<file path="src/rtl/ram_port_lsu_pkg.sv">
// Shared constants and types for the RAM-port load/store unit.
// Default geometry matches a 32-entry, 32-bit RAM with a one-cycle write delay.
package ram_port_lsu_pkg;

  localparam int LSU_ADDR_WIDTH = 5;
  localparam int LSU_DATA_WIDTH = 32;
  localparam int LSU_WR_DELAY   = 1;
  localparam int RESP_DEPTH     = 2;
  localparam int CNT_WIDTH      = $clog2(RESP_DEPTH + 1);
  localparam int PTR_WIDTH      = $clog2(RESP_DEPTH);

  typedef enum logic [1:0] {
    OP_IDLE,
    OP_LOAD,
    OP_STORE
  } op_e;

endpackage

</file>
<file path="src/rtl/ram_port_lsu_if.sv">
// Request/response handshake bundle between a datapath (master) and the LSU (slave).
interface ram_port_lsu_if import ram_port_lsu_pkg::*; #(
  parameter int ADDR_WIDTH = LSU_ADDR_WIDTH,
  parameter int DATA_WIDTH = LSU_DATA_WIDTH
);

  logic                  req_valid;
  logic                  req_ready;
  logic                  req_is_store;
  logic [ADDR_WIDTH-1:0] req_addr;
  logic [DATA_WIDTH-1:0] req_wdata;
  logic                  resp_valid;
  logic                  resp_ready;
  logic [DATA_WIDTH-1:0] resp_rdata;

  modport master (
    output req_valid, req_is_store, req_addr, req_wdata, resp_ready,
    input  req_ready, resp_valid, resp_rdata
  );

  modport slave (
    input  req_valid, req_is_store, req_addr, req_wdata, resp_ready,
    output req_ready, resp_valid, resp_rdata
  );

endinterface

</file>
<file path="src/rtl/ram_port_lsu_resp_fifo.sv">
// Small in-order FIFO buffering load data captured from the RAM until the consumer takes it.
module lsu_resp_fifo import ram_port_lsu_pkg::*; #(
  parameter int DATA_WIDTH = LSU_DATA_WIDTH
) (
  input  logic                  clk,
  input  logic                  rst,
  input  logic                  push,
  input  logic [DATA_WIDTH-1:0] push_data,
  input  logic                  pop,
  output logic [DATA_WIDTH-1:0] pop_data,
  output logic                  full,
  output logic                  empty,
  output logic [CNT_WIDTH-1:0]  count
);

  logic [DATA_WIDTH-1:0] slots [RESP_DEPTH];
  logic [PTR_WIDTH-1:0]  wr_ptr;
  logic [PTR_WIDTH-1:0]  rd_ptr;
  logic [CNT_WIDTH-1:0]  count_q;
  logic                  do_push;
  logic                  do_pop;

  assign do_pop  = pop && !empty;
  // A push into a full FIFO is legal only when the head leaves in the same cycle.
  assign do_push = push && (!full || do_pop);

  // NOTE: state registers use non-blocking assignments so every flop samples pre-edge values.
  always_ff @(posedge clk or posedge rst) begin
    if (rst) begin
      wr_ptr  <= '0;
      rd_ptr  <= '0;
      count_q <= '0;
    end else begin
      if (do_push) wr_ptr <= wr_ptr + 1'b1;
      if (do_pop)  rd_ptr <= rd_ptr + 1'b1;
      case ({do_push, do_pop})
        2'b10:   count_q <= count_q + 1'b1;
        2'b01:   count_q <= count_q - 1'b1;
        default: count_q <= count_q;
      endcase
    end
  end

  // NOTE: payload storage is not reset; the pointers and count alone decide what is valid.
  always_ff @(posedge clk) begin
    if (do_push) slots[wr_ptr] <= push_data;
  end

  assign pop_data = slots[rd_ptr];
  assign count    = count_q;
  assign full     = (count_q == CNT_WIDTH'(RESP_DEPTH));
  assign empty    = (count_q == '0);

endmodule

</file>
<file path="src/rtl/ram_port_lsu.sv">
// Load/store front-end for a 1R1W RAM port: hides read latency and delayed write commit,
// stalls loads that would read a not-yet-committed store, and bounds loads by FIFO credits.
module ram_port_lsu import ram_port_lsu_pkg::*; #(
  parameter int ADDR_WIDTH = LSU_ADDR_WIDTH,
  parameter int DATA_WIDTH = LSU_DATA_WIDTH,
  parameter int WR_DELAY   = LSU_WR_DELAY
) (
  input  logic                  clk,
  input  logic                  rst,
  ram_port_lsu_if.slave         bus,
  output logic [ADDR_WIDTH-1:0] raddr_0,
  output logic                  ren_0,
  input  logic [DATA_WIDTH-1:0] rdata_0,
  output logic [ADDR_WIDTH-1:0] waddr_0,
  output logic [DATA_WIDTH-1:0] wdata_0,
  output logic                  wen_0,
  output logic                  busy
);

  localparam int TRACK_DEPTH = WR_DELAY + 1;

  typedef struct packed {
    logic                  valid;
    logic [ADDR_WIDTH-1:0] addr;
  } track_entry_t;

  track_entry_t          track_q [TRACK_DEPTH];
  logic                  load_inflight_q;
  logic [ADDR_WIDTH-1:0] raddr_q;
  logic [ADDR_WIDTH-1:0] waddr_q;
  logic [DATA_WIDTH-1:0] wdata_q;

  op_e                   accept_op;
  logic                  raw_hazard;
  logic                  store_pending;
  logic                  credit_stall;
  logic [CNT_WIDTH:0]    credits_used;
  logic [CNT_WIDTH-1:0]  fifo_count;
  logic                  fifo_full;
  logic                  fifo_empty;

  // Entry i holds a store accepted i+1 edges ago; it commits WR_DELAY-i edges after a load
  // accepted now, so only entries below WR_DELAY can still be invisible to that load's read.
  // NOTE: every always_comb output gets a default first so no path leaves it unassigned (no latch).
  always_comb begin
    raw_hazard    = 1'b0;
    store_pending = 1'b0;
    for (int i = 0; i < TRACK_DEPTH; i++) begin
      if (track_q[i].valid) store_pending = 1'b1;
      if (i < WR_DELAY && track_q[i].valid && track_q[i].addr == bus.req_addr) raw_hazard = 1'b1;
    end
  end

  assign credits_used = {1'b0, fifo_count} + {{CNT_WIDTH{1'b0}}, load_inflight_q};
  assign credit_stall = fifo_full || (credits_used >= (CNT_WIDTH + 1)'(RESP_DEPTH));

  assign bus.req_ready = !rst && (bus.req_is_store || (!raw_hazard && !credit_stall));

  always_comb begin
    accept_op = OP_IDLE;
    if (bus.req_valid && bus.req_ready) accept_op = bus.req_is_store ? OP_STORE : OP_LOAD;
  end

  // RAM port is driven straight from the request in the accept cycle, else holds its last value.
  assign ren_0   = (accept_op == OP_LOAD);
  assign wen_0   = (accept_op == OP_STORE);
  assign raddr_0 = ren_0 ? bus.req_addr  : raddr_q;
  assign waddr_0 = wen_0 ? bus.req_addr  : waddr_q;
  assign wdata_0 = wen_0 ? bus.req_wdata : wdata_q;

  always_ff @(posedge clk or posedge rst) begin
    if (rst) begin
      for (int i = 0; i < TRACK_DEPTH; i++) track_q[i] <= '0;
      load_inflight_q <= 1'b0;
      raddr_q         <= '0;
      waddr_q         <= '0;
      wdata_q         <= '0;
    end else begin
      track_q[0] <= '{valid: wen_0, addr: bus.req_addr};
      for (int i = 1; i < TRACK_DEPTH; i++) track_q[i] <= track_q[i-1];
      load_inflight_q <= ren_0;
      if (ren_0) raddr_q <= bus.req_addr;
      if (wen_0) begin
        waddr_q <= bus.req_addr;
        wdata_q <= bus.req_wdata;
      end
    end
  end

  lsu_resp_fifo #(.DATA_WIDTH(DATA_WIDTH)) u_resp_fifo (
    .clk       (clk),
    .rst       (rst),
    .push      (load_inflight_q),
    .push_data (rdata_0),
    .pop       (bus.resp_valid && bus.resp_ready),
    .pop_data  (bus.resp_rdata),
    .full      (fifo_full),
    .empty     (fifo_empty),
    .count     (fifo_count)
  );

  assign bus.resp_valid = !fifo_empty;
  assign busy           = load_inflight_q || !fifo_empty || store_pending;

endmodule
</file>
<file path="src/flat_wrapper.sv">
// flat-port wrapper written by rule: the top's interface ports become plain ports
module ram_port_lsu_flat import ram_port_lsu_pkg::*;
#(
  parameter int ADDR_WIDTH = LSU_ADDR_WIDTH,
  parameter int DATA_WIDTH = LSU_DATA_WIDTH,
  parameter int WR_DELAY   = LSU_WR_DELAY
)
  (clk, rst, raddr_0, ren_0, rdata_0, waddr_0, wdata_0, wen_0, busy, bus_req_valid, bus_req_is_store, bus_req_addr, bus_req_wdata, bus_resp_ready, bus_req_ready, bus_resp_valid, bus_resp_rdata);
  ram_port_lsu_if #(.ADDR_WIDTH(ADDR_WIDTH), .DATA_WIDTH(DATA_WIDTH)) bus_i ();
  input  logic clk;
  input  logic rst;
  output logic [ADDR_WIDTH-1:0] raddr_0;
  output logic ren_0;
  input  logic [DATA_WIDTH-1:0] rdata_0;
  output logic [ADDR_WIDTH-1:0] waddr_0;
  output logic [DATA_WIDTH-1:0] wdata_0;
  output logic wen_0;
  output logic busy;
  input wire logic [$bits(bus_i.req_valid)-1:0] bus_req_valid;
  input wire logic [$bits(bus_i.req_is_store)-1:0] bus_req_is_store;
  input wire logic [$bits(bus_i.req_addr)-1:0] bus_req_addr;
  input wire logic [$bits(bus_i.req_wdata)-1:0] bus_req_wdata;
  input wire logic [$bits(bus_i.resp_ready)-1:0] bus_resp_ready;
  output wire logic [$bits(bus_i.req_ready)-1:0] bus_req_ready;
  output wire logic [$bits(bus_i.resp_valid)-1:0] bus_resp_valid;
  output wire logic [$bits(bus_i.resp_rdata)-1:0] bus_resp_rdata;
  assign bus_i.req_valid = bus_req_valid;
  assign bus_i.req_is_store = bus_req_is_store;
  assign bus_i.req_addr = bus_req_addr;
  assign bus_i.req_wdata = bus_req_wdata;
  assign bus_i.resp_ready = bus_resp_ready;
  assign bus_req_ready = bus_i.req_ready;
  assign bus_resp_valid = bus_i.resp_valid;
  assign bus_resp_rdata = bus_i.resp_rdata;
  ram_port_lsu #(.ADDR_WIDTH(ADDR_WIDTH), .DATA_WIDTH(DATA_WIDTH), .WR_DELAY(WR_DELAY)) u_core (.clk(clk), .rst(rst), .bus(bus_i), .raddr_0(raddr_0), .ren_0(ren_0), .rdata_0(rdata_0), .waddr_0(waddr_0), .wdata_0(wdata_0), .wen_0(wen_0), .busy(busy));
endmodule
</file>
<file path="config.mk">
export PLATFORM = sky130hd
export DESIGN_NAME = ram_port_lsu_flat
export DESIGN_NICKNAME = d
export VERILOG_FILES = /design/src/rtl/ram_port_lsu_pkg.sv /design/src/rtl/ram_port_lsu_if.sv /design/src/rtl/ram_port_lsu_resp_fifo.sv /design/src/rtl/ram_port_lsu.sv /design/src/flat_wrapper.sv
export SDC_FILE = /design/constraint.sdc
export NUM_CORES = 1
export LEC_CHECK = 0
export BUFFER_PORTS_ARGS = -buffer_cell sky130_fd_sc_hd__buf_2
export CAP_MARGIN = 20
export CORE_AREA = 2 2 98 100
export CTS_CLUSTER_DIAMETER = 200
export DETAILED_ROUTE_END_ITERATION = 8
export DIE_AREA = 0 0 100 102
export PLACE_DENSITY = 0.83
export SLEW_MARGIN = 20
export SYNTH_ARGS = -nofsm -noshare
export SYNTH_HDL_FRONTEND = slang
export SYNTH_SLANG_ARGS = --single-unit
export TNS_END_PERCENT = 5
</file>
<file path="constraint.sdc">
create_clock -name clk -period 3.2 [get_ports clk]
set_input_delay 0 -clock clk [delete_from_list [all_inputs] [get_ports clk]]
set_output_delay 0 -clock clk [all_outputs]
set_load 0.05 [all_outputs]
</file>
==> metrics, run 1 <==
status=finished clean; Clock Tree Buf Depth=2; final WL=9855 microns; overflow left after global routing=0; Critical Path AT=2.65 ns; largest net degree at the start of global routing=56; leading area contributor after synthesis=edfxtp_1; Critical R2R Capture=u_core.raddr_q[1]$_DFF_PP0_; height of the chip=102 microns; critical path's largest stage delay=0.61 ns; Startpoint Class=register; io pins=153; distinct cell type count after synthesis=23; initial antenna violation count=0; vias in the first global route=3,167; Worst path depth=6; Yosys warning total=0; Worst-path clk slew=0.06 ns; gr usage total=19.97%; clock buffer count from CTS=17; RSZ-0062 raised after global routing=false; Final Hold Viols=0; Synth-to-Final Area Change=49.94%; Worst VDD drop=0.6139 mV; Syn Area/Cell=18.88 sq um; r2r worst-path depth=5; Worst-Skew Late Latency=0.50 ns; WHS Path Cells=2; DRT Pass-1 Iters=5; Sum Neg Setup Slack=0 ns; cell family with most CP delay=buffers and inverters; FF-to-FF Start=u_core.u_resp_fifo.count[0]$_DFFE_PP0P_; filler cell count=571; # diodes=0; FF+latch count, synth=118; first-pass GRT wire length=15,250 microns; Die ar.=0.01020 sq mm; Synth Instances=232; CP Cell Sequence=a21o_1, nor4b_4, dlygate4sd3_1, o21ai_2, mux2_1, buf_2; initial drt markers=102; nets=546; number of synthesized flops with an enable pin=64; main flop type after synthesis=edfxtp_1; fin util=72.09%; layout cells sized above 1=53.72%; commonest non-fill, non-tap cell in the layout=buf_2; Required @ worst endpoint=3.20 ns; clock sinks=118; Setup Fix Bufs, Post-CTS=0; CP Capture Point=raddr_0[1]; Power Density=854.6 mW/mm^2; Max-Cap Viols=0; Seq/Total Area, Yosys=74.74%; CP endpoint kind=primary output; Worst Skew=0.007446 ns; vias=2,902; Hold Path Class=in2reg; setup slack, reg-to-reg=1.14 ns; DP HPWL=5556 microns; Hold Path Origin=bus_req_addr[3]; Final Slew Violations=0; share of the synthesized area in the top cell type=43.89%; area of the mapped netlist=0.004379 sq mm; WL per Instance=16.56 microns; top cells by area, synth=edfxtp_1, dfrtp_1, mux2_2; # DRC=0; Least-Margin Pin Slew=0.9369 ns; Initial Util=48.08%; slowest stage cell, crit path=dlygate4sd3_1; Core Region=0.009109 sq mm; syn_nets=307; Synth async-reset ratio=45.76%; Vias/cell=4.877; die outline width=100 microns; DRT antenna net count=0; H-Tree Depth=4; most frequent cells in the layout=buf_2, dlygate4sd3_1, mux2_2; max frequency=377.2 MHz; row count=35; Worst slew margin=37.47%; Crit. Startpoint=u_core.u_resp_fifo.count[0]$_DFFE_PP0P_; PortBufs=152; Final Setup Violations=0; CTS tree=done; Buf/Inv on CP=2; Tcrit/Tclk final=82.84%; Tmin final=2.651 ns; Root Driver=clkbuf_8; leakage power=0.002832 uW; GPL Wtd Cong=0.7126; CP max FO=6; CP Class=reg2out
registers in the layout (all words and copies together), names as in the netlist:
name and flops:
u_core.u_resp_fifo.wr_ptr 1, u_core.u_resp_fifo.slots 64, u_core.waddr_q 5, u_core.u_resp_fifo.rd_ptr 1, u_core.track_q 7, u_core.load_inflight_q 1
u_core.wdata_q 32, u_core.raddr_q 5, u_core.u_resp_fifo.count 2
area by class of cell:
class                   instances  area (sq um)  area share [%]
flip-flops and latches        118          3273           49.85
repair buffers                228          1514           23.06
multi-input cells             103          1061           16.16
clock buffers                  18         417.9           6.364
clock inverters                14         150.1           2.287
well taps                     111         138.9           2.115
inverters                       3         11.26          0.1715
where the power goes:
group	leakage (uW)	internal, uW	switching [uW]	total, uW
registers	0.00122	1810	73.9	1890
clock network	0.000274	1110	676	1790
logic	0.00134	570	1370	1940
metal layers:
layer / vias up / part of all wire, % / track usage [%]
li1: 1332 / - / -
met1: 1413 / 39 / 22.21
met2: 140 / 51 / 35.34
met3: 17 / 8.1 / 7.182
met4: 0 / 1.9 / 7.798
met5: - / 0 / 0
repair_timing:
| item | in CTS | in global routing |
|---|---|---|
| hold endpoints to repair | 168 | 0 |
| gates resized for setup | 0 | 0 |
| hold buffers | 73 | 0 |
stage by stage:
stage	std cells	instance area (sq um)	power (uW)	hold slack, ns	setup slack [ns]
final	595	6566	5612	0.1988	0.5490
after global routing	595	6566	5824	0.2000	0.4118
after CTS	595	6566	5635	0.1710	0.5293
after detailed placement	490	5268	3768	0.1643	1.317
after global placement	490	5268	3734	0.1576	1.431
after floorplan	232	4379	3379	0.03143	0.7947
Yosys cell counts, drive strengths merged, types with 2 or more instances:
master and count:
mux2 74, xor2 2, edfxtp 64, nor2 4, nand2 4, xnor2 8
buf 7, dfrtp 54, inv 3
cells by family (layout without fill, tap and decap cells):
group	Yosys count	count (layout)	synth area share, %
mux	74	74	19.03
flops	118	118	74.74
buf+inv	11	263	1.314
compound gates	3	3	0.5430
xor+xnor	10	10	2.000
simple gates	15	15	2.086
fa+ha+maj	1	1	0.2857
how the worst min path moves through the flow:
stage	end	slack [ns]
floorplan	u_core.track_q[10]$_DFF_PP0_	0.03
global placement	u_core.track_q[9]$_DFF_PP0_	0.16
detailed placement	u_core.track_q[9]$_DFF_PP0_	0.16
CTS	u_core.track_q[9]$_DFF_PP0_	0.17
global route	u_core.track_q[8]$_DFF_PP0_	0.20
finish	u_core.track_q[9]$_DFF_PP0_	0.20
Note: power is estimated with default switching activity, not from simulation.
==> inputs of run 2 (changes only) <==
Clock period 3.2 ns to 2.5 ns, I/O delays scaled along.
==> run 2 against run 1 <==
Wire length increased by 4.2%. Die area unchanged. Clock-buffer cell count increased by 1. Critical endpoint is now wdata_0[7]. Largest cell class unchanged. Largest power group unchanged.
==> metrics, run 2 (synthesis gave the netlist of run 1 again) <==
# diodes=0 (unchanged); most frequent cells in the layout=buf_2, dlygate4sd3_1, mux2_2; final WL=10,270 microns (+4.2%); GPL Wtd Cong=0.7125 (about the same); # DRC=0 (unchanged); Worst slew margin=37.91% (+0.44 points); Synth-to-Final Area Change=50.89%; Worst VDD drop=0.7522 mV (+23%); Critical Path AT=2.29 ns (-0.36 ns); Required @ worst endpoint=2.50 ns (-0.70 ns); leakage power=0.002850 uW (+0.61%); fin util=72.54% (+0.45 points); commonest non-fill, non-tap cell in the layout=buf_2; largest net degree at the start of global routing=56 (unchanged); Non-Filler Instances=596 (+0.17%); CP max FO=38 (+32); Vias/cell=4.881 (about the same); Worst-Skew Late Latency=0.49 ns (about the same); Worst Skew=0.009121 ns (+0.001675 ns); Worst-path clk slew=0.06 ns (about the same); vias=2,909 (+0.24%); gr usage total=20.47% (+0.49 points); Startpoint Class=input port; met3 WL=688 microns (-13%); Register Area=0.003273 sq mm (unchanged); DRT Pass-1 Iters=4 (-1); pre-CTS setup slack=0.7880 ns (-0.5290 ns); clock buffer count from CTS=17 (unchanged); Largest register FFs=64 (unchanged); initial drt markers=85 (-17%); CTS tree=done; vias in the first global route=3,226 (+1.9%); Top Metal Used=met4; Hold Path Class=in2reg; Initial Util=48.08% (unchanged); Metal-1 WL=4103 microns (+6.5%); clock sinks=118 (unchanged); max frequency=437.3 MHz; status=finished clean; nets=547 (+0.18%); filler cell count=560 (-1.9%); CP Class=in2out; row count=35 (unchanged); Final Slew Violations=0 (unchanged); DRT antenna net count=0 (unchanged); Core Region=0.009109 sq mm (unchanged); PortBufs=152 (unchanged); Max-Cap Viols=0 (unchanged); Sum Neg Setup Slack=0 ns (unchanged); Final Hold Viols=0 (unchanged); Tcrit/Tclk final=91.47%; Clock Tree Buf Depth=2 (unchanged); Most flops, register=u_core.u_resp_fifo.slots; Setup Fix Bufs, Post-CTS=0 (unchanged); CP endpoint kind=primary output; Die ar.=0.01020 sq mm (unchanged); Least-Margin Pin Slew=0.9302 ns (-0.006649 ns); initial antenna violation count=0 (unchanged); die outline width=100 microns (unchanged); Largest regs=u_core.u_resp_fifo.slots x64, u_core.wdata_q x32, u_core.track_q x7; Final Setup Violations=0 (unchanged); met2 WL=5375 microns (+7.1%); Placed Instances=491 (+0.20%); Power Density=1116 mW/mm^2 (+31%); Setup WS post-layout=0.2133 ns (-0.3357 ns); layout cells sized above 1=53.81% (+0.095 points); H-Tree Depth=4 (unchanged); Tmin final=2.287 ns; Root Driver=clkbuf_8; Multi-input gate area=0.001061 sq mm (unchanged); RSZ-0062 raised after global routing=false; overflow left after global routing=0 (unchanged); DP HPWL=5653 microns (+1.7%); io pins=153 (unchanged); first-pass GRT wire length=15,570 microns (+2.1%); WL per Instance=17.23 microns (+4.0%); height of the chip=102 microns (unchanged)
==> run 2: layer usage <==
layer	vias up	track usage (%)
met5	-	0
met4	0	8.114
met3	10	7.319
met2	126	36.28
met1	1434	22.68
li1	1339	-
==> run 2: area by class of cell <==
class                   count  share of cell area, %
flip-flops and latches    118                  49.54
well taps                 111                  2.102
inverters                   3                 0.1704
clock buffers              19                  6.381
clock inverters            13                  2.727
multi-input cells         103                  16.06
repair buffers            229                  23.03
==> run 2: final timing paths <==
check	startpoint	endpoint	slack [ns]	depth (start not counted)
setup / recovery	rst	wdata_0[7]	0.21	6
hold / removal	bus_req_addr[3]	u_core.track_q[9]$_DFF_PP0_	0.20	2
setup reg to reg	u_core.u_resp_fifo.count[0]$_DFFE_PP0P_	u_core.u_resp_fifo.count[1]$_DFFE_PP0P_	0.82	5
hold reg to reg	u_core.track_q[11]$_DFF_PP0_	u_core.track_q[5]$_DFF_PP0_	0.40	0
max in group asynchronous	rst	u_core.wdata_q[11]$_DFF_PP0_	1.72	4
min in group asynchronous	rst	u_core.waddr_q[1]$_DFF_PP0_	0.33	4
==> run 2: repair_timing <==
item	CTS	global route
resized for setup	0	0
hold endpoints to repair	167	0
hold buffers	73	0
==> run 2: worst max-delay path: stages <==
cell,delay [ns]
dlygate4sd3_1,0.53
buf_2,0.16
inv_2,0.07
nand3_2,0.69
mux2_2,0.60
buf_2,0.22
==> run 2: per-stage QoR <==
step	total power, uW	cell area (sq um)	hold slack (ns)
2_1_floorplan	4326	4379	0.03143
3_3_place_gp	4785	5275	0.1614
3_5_place_dp	4830	5275	0.1608
4_1_cts	7392	6608	0.1667
5_1_grt	7637	6608	0.1955
6_report	7371	6608	0.1952
==> run 2: power by group <==
group / total (uW) / internal (uW) / switching [uW]
clock network: 2460 / 1610 / 846
registers: 2420 / 2320 / 99.5
logic: 2490 / 731 / 1760
==> inputs of run 3 (changes only) <==
Settings changed: CELL_PAD_IN_SITES_DETAIL_PLACEMENT from default to 1, CELL_PAD_IN_SITES_GLOBAL_PLACEMENT from default to 1, CORE_AREA 2 2 98 100 to 2 2 108 110, DIE_AREA 0 0 100 102 to 0 0 110 112.
==> run 3 against run 2 <==
Flip-flop and latch count did not move. Setup slack improved by 0.19 ns. Sequential share of layout area rose by 0.43 points. Final cell count rose by 5.2%. Wire length rose by 3.8%. Cell area fell by 0.85%. Die area rose by 21%. Largest cell class unchanged.
==> metrics, run 3 (synthesis gave the netlist of run 1 again) <==
Synth-to-Final Area Change=49.60%; first-pass GRT wire length=16,690 microns (+7.2%); Max-Cap Viols=0 (unchanged); CTS tree=done; FF-to-FF Start=u_core.u_resp_fifo.count[0]$_DFFE_PP0P_; CP Cell Sequence=xnor2_1, nand4_1, o21ai_2, mux2_1, buf_2; # DRC=0 (unchanged); # diodes=0 (unchanged); CTS resizes=0 (unchanged); Worst-Skew Late Latency=0.40 ns (-0.09 ns); Tmin final=2.094 ns (-0.1923 ns); Critical R2R Capture=u_core.u_resp_fifo.count[1]$_DFFE_PP0P_; layout cells sized above 1=53.93% (+0.11 points); pre-CTS setup slack=0.8771 ns (+0.08904 ns); Critical Path AT=2.09 ns (-0.20 ns); Die ar.=0.01232 sq mm (+21%); io pins=153 (unchanged); Initial Util=39.19% (-8.9 points); Worst slew margin=54.53% (+17 points); overflow left after global routing=0 (unchanged); Setup Fix Bufs, Post-CTS=0 (unchanged); slowest stage cell, crit path=mux2_1; setup slack, reg-to-reg=0.87 ns (+0.05 ns); die outline width=110 microns (+10%); Worst VDD drop=0.5911 mV (-21%); max frequency=477.5 MHz (+9.2%); r2r worst-path depth=6 (+1); clock sinks=118 (unchanged); RSZ-0062 raised after global routing=false; PortBufs=152 (unchanged); Core Region=0.01117 sq mm (+23%); Power Density=1069 mW/mm^2 (-4.2%); Least-Margin Pin Slew=0.6821 ns (-0.2482 ns); Multi-input gate area=0.001061 sq mm (unchanged); row count=39 (+11%); Worst-path clk slew=0.05 ns (about the same); Setup WS post-layout=0.4057 ns (+0.1924 ns); Startpoint Class=register; vias=2,911 (+0.069%); filler cell count=1,066 (+90%); height of the chip=112 microns (+9.8%); Most flops, register=u_core.u_resp_fifo.slots; CP endpoint kind=primary output; Final Hold Viols=0 (unchanged); largest net degree at the start of global routing=56 (unchanged); Register Area=0.003273 sq mm (unchanged); CP Capture Point=raddr_0[2]; DRT antenna net count=0 (unchanged); critical path's largest stage delay=0.40 ns (-0.29 ns); initial antenna violation count=0 (unchanged); commonest non-fill, non-tap cell in the layout=buf_2; initial drt markers=85 (unchanged); CP max FO=6 (-84%); Hold Path Class=in2reg; Required @ worst endpoint=2.50 ns (about the same); Vias/cell=4.643 (-4.9%); Crit. Startpoint=u_core.track_q[9]$_DFF_PP0_; status=finished clean; leakage power=0.002804 uW (-1.6%); H-Tree Depth=4 (unchanged); Clock Tree Buf Depth=2 (unchanged); fin util=58.63% (-14 points); final WL=10,650 microns (+3.8%); Final Slew Violations=0 (unchanged); Worst Skew=0.006606 ns (-0.002516 ns); Tcrit/Tclk final=83.77% (-7.7 points); WL per Instance=16.99 microns (-1.4%); most frequent cells in the layout=buf_2, dlygate4sd3_1, mux2_2; DP HPWL=6380 microns (+13%); gr usage total=18.41% (-2.1 points); GPL Wtd Cong=0.7202 (+1.1%); Root Driver=clkbuf_16; clock buffer count from CTS=17 (unchanged); Sum Neg Setup Slack=0 ns (unchanged); CP Class=reg2out; nets=546 (-0.18%); Final Setup Violations=0 (unchanged); DRT Pass-1 Iters=4 (unchanged); vias in the first global route=3,306 (+2.5%); Largest register FFs=64 (unchanged); Largest regs=u_core.u_resp_fifo.slots x64, u_core.wdata_q x32, u_core.track_q x7
run 3: changes by cell type in the layout (fill, tap and decap cells not counted), sizes merged:
cell,change
clkinvlp,+1
buf,+1
clkinv,+3
dlygate4sd3,-2
bufinv,-4
run 3: cell type report:
class	instances	share of cell area (%)
flip-flops and latches	118	49.96
repair buffers	228	23.03
multi-input cells	103	16.20
clock buffers	19	6.608
well taps	143	2.731
clock inverters	13	1.299
inverters	3	0.1719
run 3: routing by layer:
layer / up-vias / GRT usage (%) / part of all wire (%) / wire [microns]
met5: - / 0 / 0 / 0
met1: 1427 / 20.05 / 39 / 4194
met2: 121 / 31.37 / 51 / 5471
met3: 23 / 6.382 / 7.3 / 782
li1: 1340 / - / - / -
met4: 0 / 9.198 / 1.9 / 204
run 3: worst min-delay path by stage:
stage	from	end	slack, ns	cells past startpoint
finish	bus_req_is_store	u_core.load_inflight_q$_DFF_PP0_	0.07	4
global route	bus_req_is_store	u_core.load_inflight_q$_DFF_PP0_	0.11	4
CTS	bus_req_is_store	u_core.load_inflight_q$_DFF_PP0_	0.06	4
detailed placement	bus_req_addr[1]	u_core.track_q[7]$_DFF_PP0_	0.17	1
global placement	bus_req_addr[1]	u_core.track_q[7]$_DFF_PP0_	0.16	1
floorplan	bus_req_addr[4]	u_core.track_q[10]$_DFF_PP0_	0.03	0
run 3: report_power, final:
| part | internal, uW | switching, uW |
|---|---|---|
| logic | 728 | 1760 |
| clock network | 1250 | 838 |
| registers | 2320 | 100 |
run 3: through the flow:
stage	area, sq um	total power, uW	cells	hold slack (ns)
2_1_floorplan	4379	4326	232	0.03143
3_3_place_gp	5323	4800	524	0.1616
3_5_place_dp	5323	4855	524	0.1672
4_1_cts	6551	7068	627	0.06066
5_1_grt	6551	7299	627	0.1138
6_report	6551	7004	627	0.07164
run 3: timing repair:
item / in CTS / in global routing
endpoints found under the setup margin: 0 / 0
hold endpoints to repair: 166 / 0
hold buffers: 71 / 0
run 3: critical path: cells and delay by family, from the launching register on:
kind | cells | cell delay (ns)
muxes | 1 | 0.40
DFF | 1 | 0.37
AOI/OAI and AO/OA | 1 | 0.33
buffers and inverters | 1 | 0.23
xor gates and xnor gates | 1 | 0.19
and+or+nand+nor | 1 | 0.17
